$ cat src/rtl/exchange_decider_if.sv
// Operand/result handshake bundle for the FP add/sub exchange decider.
// master = upstream/downstream environment, slave = the decider itself.
interface exchange_decider_if;
  logic        in_valid;
  logic        in_ready;
  logic        op_subtract;
  logic        sign_a;
  logic [7:0]  exponent_a;
  logic [23:0] fraction_a;
  logic        sign_b;
  logic [7:0]  exponent_b;
  logic [23:0] fraction_b;

  logic        out_valid;
  logic        out_ready;
  logic        exchange_operands;
  logic [4:0]  shift_amount;
  logic        effective_subtract;
  logic        out_sign_a;
  logic [7:0]  out_exponent_a;
  logic [23:0] out_fraction_a;
  logic        out_sign_b;
  logic [7:0]  out_exponent_b;
  logic [23:0] out_fraction_b;

  modport master (
    output in_valid, op_subtract, sign_a, exponent_a, fraction_a,
           sign_b, exponent_b, fraction_b, out_ready,
    input  in_ready, out_valid, exchange_operands, shift_amount, effective_subtract,
           out_sign_a, out_exponent_a, out_fraction_a,
           out_sign_b, out_exponent_b, out_fraction_b
  );

  modport slave (
    input  in_valid, op_subtract, sign_a, exponent_a, fraction_a,
           sign_b, exponent_b, fraction_b, out_ready,
    output in_ready, out_valid, exchange_operands, shift_amount, effective_subtract,
           out_sign_a, out_exponent_a, out_fraction_a,
           out_sign_b, out_exponent_b, out_fraction_b
  );
endinterface

$ cat src/rtl/exchange_decider.sv
// Two-stage front of the FP add/sub path: swap decision, saturated align shift, effective op.
// Optional macro SIGN_TIEBREAK_EN: on equal magnitude, swap so the positive operand is sorted A.
module exchange_decider #(
  parameter int unsigned SHIFT_SAT = 31
) (
  input  logic          clk,
  input  logic          reset,
  exchange_decider_if.slave bus
);

  logic        s1_valid, s2_valid;
  logic        s1_advance, s2_advance;

  logic        s1_sign_a, s1_sign_b;
  logic [7:0]  s1_exp_a, s1_exp_b;
  logic [23:0] s1_frac_a, s1_frac_b;
  logic        s1_exp_gt_b, s1_exp_eq, s1_frac_gt_b;
  logic [8:0]  s1_exp_diff;

  logic [8:0]  abs_diff;
  logic [4:0]  shift_next;
  logic        exch_next;

  assign s2_advance  = !s2_valid | bus.out_ready;
  assign s1_advance  = !s1_valid | s2_advance;
  assign bus.in_ready = s1_advance;

  // S1: capture operands with op_subtract folded into sign_b, plus raw compares
  always_ff @(posedge clk or posedge reset) begin
    if (reset) begin
      s1_valid     <= 1'b0;
      s1_sign_a    <= 1'b0;
      s1_sign_b    <= 1'b0;
      s1_exp_a     <= '0;
      s1_exp_b     <= '0;
      s1_frac_a    <= '0;
      s1_frac_b    <= '0;
      s1_exp_gt_b  <= 1'b0;
      s1_exp_eq    <= 1'b0;
      s1_frac_gt_b <= 1'b0;
      s1_exp_diff  <= '0;
    end else if (s1_advance) begin
      s1_valid <= bus.in_valid;
      if (bus.in_valid) begin
        s1_sign_a    <= bus.sign_a;
        s1_sign_b    <= bus.sign_b ^ bus.op_subtract;
        s1_exp_a     <= bus.exponent_a;
        s1_exp_b     <= bus.exponent_b;
        s1_frac_a    <= bus.fraction_a;
        s1_frac_b    <= bus.fraction_b;
        s1_exp_gt_b  <= bus.exponent_b > bus.exponent_a;
        s1_exp_eq    <= bus.exponent_b == bus.exponent_a;
        s1_frac_gt_b <= bus.fraction_b > bus.fraction_a;
        s1_exp_diff  <= {1'b0, bus.exponent_a} - {1'b0, bus.exponent_b};
      end
    end
  end

  // |exp_diff| fits in 8 bits, so the 9-bit two's-complement negate never overflows
  always_comb begin
    abs_diff   = s1_exp_diff[8] ? (~s1_exp_diff + 9'd1) : s1_exp_diff;
    shift_next = (abs_diff > 9'(SHIFT_SAT)) ? 5'(SHIFT_SAT) : abs_diff[4:0];
`ifdef SIGN_TIEBREAK_EN
    exch_next  = s1_exp_gt_b | (s1_exp_eq & s1_frac_gt_b)
               | (s1_exp_eq & (s1_frac_a == s1_frac_b) & s1_sign_a & ~s1_sign_b);
`else
    exch_next  = s1_exp_gt_b | (s1_exp_eq & s1_frac_gt_b);
`endif
  end

  always_ff @(posedge clk or posedge reset) begin
    if (reset) begin
      s2_valid               <= 1'b0;
      bus.exchange_operands  <= 1'b0;
      bus.shift_amount       <= '0;
      bus.effective_subtract <= 1'b0;
      bus.out_sign_a         <= 1'b0;
      bus.out_exponent_a     <= '0;
      bus.out_fraction_a     <= '0;
      bus.out_sign_b         <= 1'b0;
      bus.out_exponent_b     <= '0;
      bus.out_fraction_b     <= '0;
    end else if (s2_advance) begin
      s2_valid <= s1_valid;
      if (s1_valid) begin
        bus.exchange_operands  <= exch_next;
        bus.shift_amount       <= shift_next;
        bus.effective_subtract <= s1_sign_a ^ s1_sign_b;
        bus.out_sign_a         <= s1_sign_a;
        bus.out_exponent_a     <= s1_exp_a;
        bus.out_fraction_a     <= s1_frac_a;
        bus.out_sign_b         <= s1_sign_b;
        bus.out_exponent_b     <= s1_exp_b;
        bus.out_fraction_b     <= s1_frac_b;
      end
    end
  end

  assign bus.out_valid = s2_valid;

endmodule

$ cat src/flat_wrapper.sv
// flat-port wrapper written by rule: the top's interface ports become plain ports
module exchange_decider_flat 
#(
  parameter int unsigned SHIFT_SAT = 31
)
  (clk, reset, bus_in_valid, bus_op_subtract, bus_sign_a, bus_exponent_a, bus_fraction_a, bus_sign_b, bus_exponent_b, bus_fraction_b, bus_out_ready, bus_in_ready, bus_out_valid, bus_exchange_operands, bus_shift_amount, bus_effective_subtract, bus_out_sign_a, bus_out_exponent_a, bus_out_fraction_a, bus_out_sign_b, bus_out_exponent_b, bus_out_fraction_b);
  exchange_decider_if bus_i ();
  input  logic clk;
  input  logic reset;
  input wire logic [$bits(bus_i.in_valid)-1:0] bus_in_valid;
  input wire logic [$bits(bus_i.op_subtract)-1:0] bus_op_subtract;
  input wire logic [$bits(bus_i.sign_a)-1:0] bus_sign_a;
  input wire logic [$bits(bus_i.exponent_a)-1:0] bus_exponent_a;
  input wire logic [$bits(bus_i.fraction_a)-1:0] bus_fraction_a;
  input wire logic [$bits(bus_i.sign_b)-1:0] bus_sign_b;
  input wire logic [$bits(bus_i.exponent_b)-1:0] bus_exponent_b;
  input wire logic [$bits(bus_i.fraction_b)-1:0] bus_fraction_b;
  input wire logic [$bits(bus_i.out_ready)-1:0] bus_out_ready;
  output wire logic [$bits(bus_i.in_ready)-1:0] bus_in_ready;
  output wire logic [$bits(bus_i.out_valid)-1:0] bus_out_valid;
  output wire logic [$bits(bus_i.exchange_operands)-1:0] bus_exchange_operands;
  output wire logic [$bits(bus_i.shift_amount)-1:0] bus_shift_amount;
  output wire logic [$bits(bus_i.effective_subtract)-1:0] bus_effective_subtract;
  output wire logic [$bits(bus_i.out_sign_a)-1:0] bus_out_sign_a;
  output wire logic [$bits(bus_i.out_exponent_a)-1:0] bus_out_exponent_a;
  output wire logic [$bits(bus_i.out_fraction_a)-1:0] bus_out_fraction_a;
  output wire logic [$bits(bus_i.out_sign_b)-1:0] bus_out_sign_b;
  output wire logic [$bits(bus_i.out_exponent_b)-1:0] bus_out_exponent_b;
  output wire logic [$bits(bus_i.out_fraction_b)-1:0] bus_out_fraction_b;
  assign bus_i.in_valid = bus_in_valid;
  assign bus_i.op_subtract = bus_op_subtract;
  assign bus_i.sign_a = bus_sign_a;
  assign bus_i.exponent_a = bus_exponent_a;
  assign bus_i.fraction_a = bus_fraction_a;
  assign bus_i.sign_b = bus_sign_b;
  assign bus_i.exponent_b = bus_exponent_b;
  assign bus_i.fraction_b = bus_fraction_b;
  assign bus_i.out_ready = bus_out_ready;
  assign bus_in_ready = bus_i.in_ready;
  assign bus_out_valid = bus_i.out_valid;
  assign bus_exchange_operands = bus_i.exchange_operands;
  assign bus_shift_amount = bus_i.shift_amount;
  assign bus_effective_subtract = bus_i.effective_subtract;
  assign bus_out_sign_a = bus_i.out_sign_a;
  assign bus_out_exponent_a = bus_i.out_exponent_a;
  assign bus_out_fraction_a = bus_i.out_fraction_a;
  assign bus_out_sign_b = bus_i.out_sign_b;
  assign bus_out_exponent_b = bus_i.out_exponent_b;
  assign bus_out_fraction_b = bus_i.out_fraction_b;
  exchange_decider #(.SHIFT_SAT(SHIFT_SAT)) u_core (.clk(clk), .reset(reset), .bus(bus_i));
endmodule
$ cat config.mk
export PLATFORM = sky130hd
export DESIGN_NAME = exchange_decider_flat
export DESIGN_NICKNAME = d
export VERILOG_FILES = /design/src/rtl/exchange_decider_if.sv /design/src/rtl/exchange_decider.sv /design/src/flat_wrapper.sv
export SDC_FILE = /design/constraint.sdc
export NUM_CORES = 1
export LEC_CHECK = 0
export CAP_MARGIN = 20
export CORE_MARGIN = 8
export CORE_UTILIZATION = 46
export CTS_CLUSTER_SIZE = 14
export DETAILED_ROUTE_END_ITERATION = 8
export PLACE_DENSITY = 0.73
export SLEW_MARGIN = 20
export SYNTH_ARGS = -nofsm -noshare
export SYNTH_HDL_FRONTEND = slang
export SYNTH_SLANG_ARGS = --single-unit
$ cat constraint.sdc
create_clock -name clk -period 4.54 [get_ports clk]
set_clock_uncertainty 0.15 [all_clocks]
set_input_delay 0.681 -clock clk [delete_from_list [all_inputs] [get_ports clk]]
set_output_delay 0.681 -clock clk [all_outputs]
set_load 0.01 [all_outputs]
==> flow_summary.ini <==
[clocking]
path_clk_slew_ns = 0.06
ctsLongestPathBuffers = 2
cts.sinks = 153
cts_setup_buffers = 0
cts_root_buf = clkbuf_16
clk_latency_ns = 0.42
cts-resized-gates = 0
htreeDepth = 4
cts_tree = yes
hold_buffers = 0
cts_made_buffers = 17

[place]
place_area_um2 = 8340
dp_hpwl_um = 12000
place.gp.congestion = 0.948
io_buffers = 145

[synthesis]
synth_edf_count = 0
async_reset_ff_share_pct = 100
synth_cells = 682
synth_top_flop_cell = dfrtp_1
yosysUniqueCellTypes = 48
avgSynthCellArea_um2 = 9.86
synthesis.area_um2 = 6720
ys_warn_count = 0
yosys_register_bits = 153
syn-num-nets = 787
seq_area_frac_synth_pct = 56.9

[floorplan]
row_count = 44
core_region_area_um2 = 14400
io_pins = 146
die_w_um = 137
dieArea_um2 = 18700
die_y_um = 137
start_util_pct = 46.6

[run]
maxCapViolations = 0

[finish]
fin_area_um2 = 8920
fin_nets = 928
area_delta_synth_final_pct = 32.7
antenna_cells = 0
fill_cells = 1177
layout-drive-gt1-share_pct = 5.26
utilization_pct = 61.9

[sta]
slew_viol_final = 0
slew_headroom_pct = 37.7
setup_viol = 0
max_slew.worst_pin.slew_ns = 0.933
max_clock_freq_mhz = 363
hold_viol_final = 0
layout_min_cycle_time_ns = 2.75
rsz0062_at_grt = no
fin_tns_setup_ns = 0
fin_crit_sh_pct = 60.6

[power_and_ir_drop]
ir_worst_vdd_mv = 0.243
p_sw_mw = 1.11
seqPwrFrac_pct = 43.4
internal_power_mw = 2.93
leakage_nw = 4.29
power_density_nw_per_um2 = 452
p_clk_share_pct = 34.5
combPwrFrac_pct = 22.1
p_sw_share_pct = 27.5

[hold_path]
min_path_cells = 2
whs_endpoint = u_core.bus.out_fraction_a[17]
hold_path.class = register to register
hp-start = u_core.s1_frac_a[17]

[routing]
met2RoutedLength_um = 7300
ant_nets = 0
met3_length_um = 1300
detail_route.first_pass.iterations = 5
vias_per_cell = 5.09
drc_errors = 0
post_drt_wl_per_cell_um = 16.1
drt-total-wl_um = 16500
top_layer = met4
initialDrtViolationCount = 351
wl_met1_um = 7590
num_vias = 5187

[grt]
grt-ovfl-total = 0
antenna_found_initial = 0
grt_start_max_net_pins = 79
grt_pass1_wl_um = 27500
grt_pass1_vias = 5461
track_usage_pct = 18.7

[worst_setup_path]
r2r_setup_slack_ns = 2.31
critPathMaxFanout = 3
reg2regPathDepth = 4
cp.arrival_ns = 1.92
r2r-end = u_core.s1_exp_a[3]
path_class = input pin to primary output
start_kind = input pin
reg2reg_from = u_core.s1_valid
required_ns = 3.71
end_kind = primary output

[run_status]
status = completed
[cells in the final DEF (no fill, tap or decap), types with 5 or more instances in the layout]
| cell | instances |
|---|---|
| mux2_1 | 32 |
| o21ai_1 | 44 |
| dfrtp_1 | 153 |
| nor2_1 | 8 |
| nand2_1 | 252 |
| a21oi_1 | 23 |
| clkbuf_16 | 17 |
| clkdlybuf4s50_1 | 145 |
| ha_1 | 33 |
| nand4_1 | 9 |
| inv_1 | 39 |
| o31ai_1 | 5 |
| clkinv_2 | 5 |
[worst max-delay path by stage]
stage | startpoint | to | slack [ns] | cells after the start
2_1_floorplan | reset | u_core.bus.effective_subtract | 1.78 | 1
3_3_place_gp | bus_out_ready | u_core.s1_exp_a[5] | 1.66 | 5
3_5_place_dp | bus_out_ready | u_core.s1_exp_a[3] | 1.58 | 5
4_1_cts | bus_out_ready | bus_in_ready | 1.77 | 3
5_1_grt | bus_out_ready | bus_in_ready | 1.73 | 3
6_report | bus_out_ready | bus_in_ready | 1.79 | 3
[per-layer routing]
metal	up-vias	GRT usage (%)
li1	2508	-
met1	2502	24.9
met2	150	27.9
met3	27	6.53
met4	0	5.85
met5	-	0
[sequential cells by signal, summed over array words and instances (netlist names), 8 cells and up]
register / flops
u_core.bus.out_fraction_a: 24
u_core.s1_exp_a: 8
u_core.bus.out_fraction_b: 24
u_core.s1_exp_b: 8
u_core.bus.out_exponent_a: 8
u_core.s1_frac_b: 24
u_core.bus.out_exponent_b: 8
u_core.s1_frac_a: 24
u_core.s1_exp_diff: 9
[Yosys cell counts (5+ instances only)]
cell type	instances	share of area [%]
clkbuf_1	16	0.89
mux2_1	32	5.4
o31ai_1	5	0.56
o21ai_1	44	3.3
inv_1	40	2.2
ha_1	33	6.1
a21oi_1	23	1.7
nor2_1	8	0.45
dfrtp_1	153	57
nand4_1	9	0.84
nand2_1	252	14
buf_2	8	0.60
[metrics by stage]
step           hold WS (ns)  setup slack, ns  std cells  power (mW)
6_report              0.305             1.79       1020        4.03
5_1_grt               0.328             1.73       1020        4.26
4_1_cts               0.314             1.77       1020        4.08
3_5_place_dp          0.298             1.58        988        2.68
3_3_place_gp          0.299             1.66        988        2.64
2_1_floorplan         0.284             1.78        682        2.19
[power groups by stage]
stage                     Clock, mW  Sequential [mW]  Combinational [mW]
final                          1.39             1.75               0.892
after detailed placement          0             1.77               0.903
after CTS                      1.41             1.75               0.909
after global routing           1.48             1.79               0.990
after floorplan                   0             1.81               0.379
after global placement            0             1.77               0.879
[cell type report]
class                           instances  area, um2  share of cell area (%)
Sequential cell                       153       3830                    42.9
Clock inverter                          8       92.6                    1.04
Multi-Input combinational cell        461       2610                    29.3
Tap cell                              184        230                    2.58
Clock buffer                           24        492                    5.51
Timing Repair Buffer                  150       1510                    17.0
Inverter                               40        154                    1.72
[critical path, stage by stage]
cell             delay, ns
clkdlybuf4s50_1       0.47
nand3b_1              0.19
clkdlybuf4s50_1       0.58
[cells by family after synthesis]
family,synth area share (%)
buffers and inverters,4.28
and+or+nand+nor,18.0
DFF,56.9
muxes,5.81
xor gates and xnor gates,1.04
AOI/OAI and AO/OA,7.48
adders and majority gates,6.44
(Power assumes the default switching activity.)
